===== src/rtl/gprs_wb_arbiter.sv =====
// gprs_wb_arbiter: round-robin sharing of the register-file write port between
// NREQ write-back requesters, plus a per-register outstanding-write scoreboard
// used by decode for RAW-hazard stalls.

// Per-requester slice: zeroes its destination/data unless granted so the
// winner can be picked out with a plain OR across requesters.
module gprs_wb_lane #(
   parameter int DW = 16,
   parameter int AW = 3
) (
   input  logic          gnt,
   input  logic [AW-1:0] ws_in,
   input  logic [DW-1:0] wd_in,
   output logic [AW-1:0] ws_g,
   output logic [DW-1:0] wd_g
);
   assign ws_g = gnt ? ws_in : '0;
   assign wd_g = gnt ? wd_in : '0;
endmodule

module gprs_wb_arbiter #(
   parameter int NREQ = 3,
   parameter int DW   = 16,
   parameter int AW   = 3
) (
   input  logic               clk,
   input  logic               reset,
   input  logic [NREQ-1:0]    req_valid,
   input  logic [NREQ*AW-1:0] req_ws,
   input  logic [NREQ*DW-1:0] req_wd,
   output logic [NREQ-1:0]    req_ready,
   input  logic               claim_valid,
   input  logic [AW-1:0]      claim_ws,
   output logic               we,
   output logic [AW-1:0]      ws,
   output logic [DW-1:0]      wd,
   output logic [(1<<AW)-1:0] busy,
   output logic               err
);
   localparam int NREG = 1 << AW;
   localparam int PW   = (NREQ > 1) ? $clog2(NREQ) : 1;

   logic [PW-1:0]               rr_ptr;
   logic [PW-1:0]               win;
   logic [NREQ-1:0]             gnt;
   logic                        xfer;
   logic [NREQ-1:0][AW-1:0]     ws_arr, ws_g_arr;
   logic [NREQ-1:0][DW-1:0]     wd_arr, wd_g_arr;
   logic [AW-1:0]               win_ws;
   logic [DW-1:0]               win_wd;
   logic [NREG-1:0]             busy_nxt;
   logic                        err_set;

   // unpack requester buses and build the granted-only slices
   for (genvar i = 0; i < NREQ; i++) begin : g_lane
      assign ws_arr[i] = req_ws[i*AW +: AW];
      assign wd_arr[i] = req_wd[i*DW +: DW];
      gprs_wb_lane #(.DW(DW), .AW(AW)) u_lane (
         .gnt   (gnt[i]),
         .ws_in (ws_arr[i]),
         .wd_in (wd_arr[i]),
         .ws_g  (ws_g_arr[i]),
         .wd_g  (wd_g_arr[i])
      );
   end

   // first valid requester at or after rr_ptr (wrapping) wins; depends only on req_valid
   always_comb begin
      int  idx;
      logic found;
      gnt   = '0;
      win   = '0;
      found = 1'b0;
      idx   = 0;
      for (int k = 0; k < NREQ; k++) begin
         idx = int'(rr_ptr) + k;
         if (idx >= NREQ) idx = idx - NREQ;
         if (!found && req_valid[idx]) begin
            found    = 1'b1;
            gnt[idx] = 1'b1;
            win      = PW'(idx);
         end
      end
   end

   // no grant may leak out while reset is held
   assign req_ready = reset ? gnt : '0;
   assign xfer      = |req_ready;

   // one-hot grant means OR-ing the masked slices yields the winner's fields
   always_comb begin
      win_ws = '0;
      win_wd = '0;
      for (int i = 0; i < NREQ; i++) begin
         win_ws = win_ws | ws_g_arr[i];
         win_wd = win_wd | wd_g_arr[i];
      end
   end

   // scoreboard update: the write clears, a claim sets, and set wins on collision
   always_comb begin
      busy_nxt = busy;
      if (xfer)        busy_nxt[win_ws]   = 1'b0;
      if (claim_valid) busy_nxt[claim_ws] = 1'b1;
   end

   // a second claim on a register whose write is still outstanding
   assign err_set = claim_valid && busy[claim_ws] && !(xfer && (win_ws == claim_ws));

   // round-robin pointer moves past the winner on every transfer
   always_ff @(posedge clk or negedge reset) begin
      if (!reset)    rr_ptr <= '0;
      else if (xfer) rr_ptr <= (win == PW'(NREQ-1)) ? '0 : win + PW'(1);
   end

   // single-stage write pipeline; ws/wd hold when idle
   always_ff @(posedge clk or negedge reset) begin
      if (!reset) begin
         we <= 1'b0;
         ws <= '0;
         wd <= '0;
      end else begin
         we <= xfer;
         if (xfer) begin
            ws <= win_ws;
            wd <= win_wd;
         end
      end
   end

   // outstanding-write scoreboard and sticky protocol error
   always_ff @(posedge clk or negedge reset) begin
      if (!reset) begin
         busy <= '0;
         err  <= 1'b0;
      end else begin
         busy <= busy_nxt;
         if (err_set) err <= 1'b1;
      end
   end
endmodule


===== config.mk =====
export PLATFORM = sky130hd
export DESIGN_NAME = gprs_wb_arbiter
export DESIGN_NICKNAME = d
export VERILOG_FILES = /design/src/rtl/gprs_wb_arbiter.sv
export SDC_FILE = /design/constraint.sdc
export NUM_CORES = 1
export LEC_CHECK = 0
export BUFFER_PORTS_ARGS = -buffer_cell sky130_fd_sc_hd__buf_4
export CAP_MARGIN = 0
export CORE_MARGIN = 5
export CORE_UTILIZATION = 44
export CTS_CLUSTER_SIZE = 10
export DETAILED_ROUTE_END_ITERATION = 12
export PLACE_DENSITY = 0.77
export SYNTH_ARGS = -nofsm -noshare
export SYNTH_HDL_FRONTEND = slang
export SYNTH_HIERARCHICAL = 1
export SYNTH_SLANG_ARGS = --single-unit

===== constraint.sdc =====
create_clock -name clk -period 2.8 [get_ports clk]
set_input_delay 0.28 -clock clk [delete_from_list [all_inputs] [get_ports clk]]
set_output_delay 0.28 -clock clk [all_outputs]
set_load 0.05 [all_outputs]

==> impl_metrics.csv <==
group,metric,value,unit
status,failed_checks,"negative setup slack",
cts,numCtsBuffers,5,
power,power_leakage,1.76,nW
power,comb_power_share,77.4,%
global_route,grt_pass1_vias,2446,
sta,setup_slack,-0.0910,ns
logic_synthesis,synth_top_area_cell,"dfrtp_1",
routing,drt-total-wl,7190,um
routing,antenna_left,0,
cells_and_area,fill_cells,415,
floorplanning,row_count,27,
sta,tns,-0.367,ns
sta,max_freq,346,MHz
cts,cts_root_buf,"clkbuf_8",
placed_design,io_buffers,97,
critical_path,rr_worst_depth,11,
power,p_sw,2.41,mW
logic_synthesis,muxShareOfSynthArea,13.6,%
logic_synthesis,synth_compound_area_share,9.42,%
logic_synthesis,synthAdderAreaFrac,2.08,%
floorplanning,start_util,44.5,%
cts,insertion_delay,0.28,ns
logic_synthesis,synthCells,247,
global_route,antenna_found_initial,0,
logic_synthesis,async_flop_share,100,%
cts,htree_levels,2,
cts,cts_tree,"done",
power,power.sequential.fraction,15.7,%
critical_path,path_class,"reg2reg",
logic_synthesis,synthesis.nets,317,
power,power.density,1410,nW/um2
sta,post-route-min-period,2.89,ns
floorplanning,die-area,7040,um2
critical_path,worstReg2RegStart,"rr_ptr[0]$_DFFE_PN0N_",
power,internal_power,2.85,mW
logic_synthesis,synth.avg_cell_area,9.74,um2
cts,cts.path.max_buffers,2,
critical_path,crit_required,2.97,ns
power,swShare,45.8,%
global_route,track_usage,20.0,%
critical_path,ff2ff_setup_slack,-0.09,ns
critical_path,end_kind,"flip-flop",
sta,hold_ws,0.333,ns
sta,hold_viol,0,
placed_design,place_area,3360,um2
routing,via_per_inst,5.23,
logic_synthesis,yosys_register_bits,31,
logic_synthesis,synth_ff_type,"dfrtp_1",
sta,rsz0062_at_grt,"yes",
cells_and_area,drive_gt1_share,64.4,%
global_route,overflow,0,
routing,drtIter0Drc,113,
floorplanning,die_h,83.9,um
run,max_cap_violations,0,
floorplanning,die_x,83.9,um
routing,wire_per_inst,15.9,um
logic_synthesis,synth_cell_types,46,
sta,clock_skew,0.00422,ns
logic_synthesis,synth_top_family_by_area,"simple AND/OR/NAND/NOR gates",
logic_synthesis,ys_warn_count,6,
logic_synthesis,synth-simple-area-share,35.7,%
power,ir_drop,864,uV
logic_synthesis,synthesis.area,2400,um2
sta,maxSlewViolCount,0,
critical_path,arrival,3.06,ns
sta,slew_headroom,69.9,%
sta,worst_slew_pin_slew,0.449,ns
min_path,hold_class,"in2reg",
logic_synthesis,synth.top_cell.area_share,32.3,%
sta,finalCritPeriodShare,103,%
logic_synthesis,synth_xor_area_share,1.09,%
cells_and_area,num_antenna_cells,0,
critical_path,crit_path_start,"rr_ptr[0]$_DFFE_PN0N_",
global_route,grt_max_degree,34,
sta,setup_viol,5,
logic_synthesis,yosysSeqAreaShare,32.3,%
cells_and_area,layout.nets,449,
cells_and_area,stdcell_area,3740,um2
critical_path,rr_endpoint,"busy[4]$_DFF_PN0_",
critical_path,crit_fanout,5,
placed_design,hpwl,5240,um
routing,vias,2360,
logic_synthesis,synth_area_leaders,"dfrtp_1, and2_2, mux2_2",
global_route,grt_pass1_wl,11500,um
cells_and_area,syn2layout_area_growth,55.6,%
power,power_frac_clock,6.8,%
status,status,"finished, violations left",
critical_path,critPathLaunchType,"flip-flop",
floorplanning,core-area,5410,um2
cts,clock-sinks,31,
placed_design,gp_congestion,0.908,
critical_path,crit_path_end,"busy[4]$_DFF_PN0_",
routing,first_pass_iters,4,
floorplanning,ios,98,
logic_synthesis,synth_edf_count,0,
cts,clk_pin_slew,0.07,ns
routing,drc_errors,0,
## power by group through the flow
stage	logic (mW)	registers [mW]	clock network (mW)
floorplan	1.87	1.53	0
global placement	3.51	0.831	0
detailed placement	3.55	0.837	0
CTS	3.87	0.826	0.364
global route	4.34	0.850	0.382
finish	4.07	0.827	0.360
## cell families after synthesis
family | count (synthesis)
AO/OA/AOI/OAI | 29
XOR/XNOR | 3
AND/OR/NAND/NOR | 132
buffers and inverters | 21
adder cells (fa/ha/maj) | 4
flip-flops | 31
multiplexers | 27
## registers in the layout, summed over array words and instances (netlist names)
name    cells
busy        8
err         1
rr_ptr      2
wd         16
we          1
ws          3
## cells in the final DEF (no fill, tap or decap), drive strengths merged, types with 2 or more instances in the layout
cell / n
a211oi: 2
and2: 57
and3b: 2
buf: 139
clkbuf: 6
dfrtp: 31
ha: 4
inv: 6
mux2: 22
mux2i: 3
mux4: 2
nand2: 9
nand2b: 7
nand3b: 4
nor2: 13
nor3: 9
nor4b: 2
o21ai: 7
o22a: 6
o31ai: 2
o32a: 2
or3: 19
or4: 6
xnor2: 3
## Yosys cell counts (2+ instances only)
master     n
dfrtp_1   31
o22a_1     6
and2_1    12
ha_1       4
buf_2      2
nor2_1    12
nand3b_1   4
xnor2_1    3
or4_1      6
nand2b_1   7
buf_6      7
o32a_1     2
mux4_2     2
o31ai_1    2
nor4b_2    2
mux2_2    15
mux2_1     6
and3b_1    2
and2_2    45
or3_1     19
inv_1      6
nand2_1    9
mux2i_1    3
o21ai_0    6
buf_4      2
clkbuf_1   4
nor3_1     9
## what timing repair did
item | CTS | global route
pin swaps | 7 | 8
resized for setup | 26 | 9
hold buffers | 1 | 0
setup buffers | 12 | 7
hold endpoints to repair | 31 | 0
endpoints found under the setup margin | 16 | 19
## how the worst min path moves through the flow
stage / from / to / slack (ns) / cells past startpoint
2_1_floorplan: reset / busy[0]$_DFF_PN0_ / -0.02 / 0
3_3_place_gp: reset / err$_DFFE_PN0P_ / 0.25 / 1
3_5_place_dp: reset / busy[7]$_DFF_PN0_ / 0.25 / 1
4_1_cts: claim_valid / err$_DFFE_PN0P_ / 0.33 / 3
5_1_grt: claim_valid / err$_DFFE_PN0P_ / 0.37 / 3
6_report: claim_valid / err$_DFFE_PN0P_ / 0.33 / 3
## through the flow
| stage | setup slack, ns | util (%) | std cells | total power, mW |
|---|---|---|---|---|
| after floorplan | -0.129 | - | 247 | 3.39 |
| after global placement | -0.315 | 62.2 | 424 | 4.34 |
| after detailed placement | -0.399 | 62.2 | 424 | 4.39 |
| after CTS | -0.0595 | 67.2 | 444 | 5.06 |
| after global routing | -0.186 | 69.2 | 451 | 5.57 |
| final | -0.0910 | 69.2 | 451 | 5.26 |
## cell type report
cell class                      count  area [um2]  share of cell area [%]
Inverter                            6        22.5                   0.602
Sequential cell                    31         777                    20.8
Tap cell                           72        90.1                    2.41
Timing Repair Buffer              140        1100                    29.4
Clock inverter                      1        5.00                   0.134
Clock buffer                        6        82.6                    2.21
Multi-Input combinational cell    195        1660                    44.4
## metal layers
metal	up-vias	share of wire, %	GRT usage, %
met4	0	2.1	7.60
li1	1135	-	-
met3	14	5.3	3.75
met5	-	0	0
met2	89	51	36.4
met1	1122	42	22.9
## worst max-delay path: stages, from the launching register on
cell	delay, ns
dfrtp_2	0.42
buf_6	0.13
ha_4	0.17
buf_4	0.14
nor4b_2	0.16
o31ai_4	0.30
a31oi_4	0.16
and2_4	0.17
or3_4	0.39
buf_6	0.14
or4_4	0.41
o22a_1	0.19
Note: power is estimated with default switching activity, not from simulation.
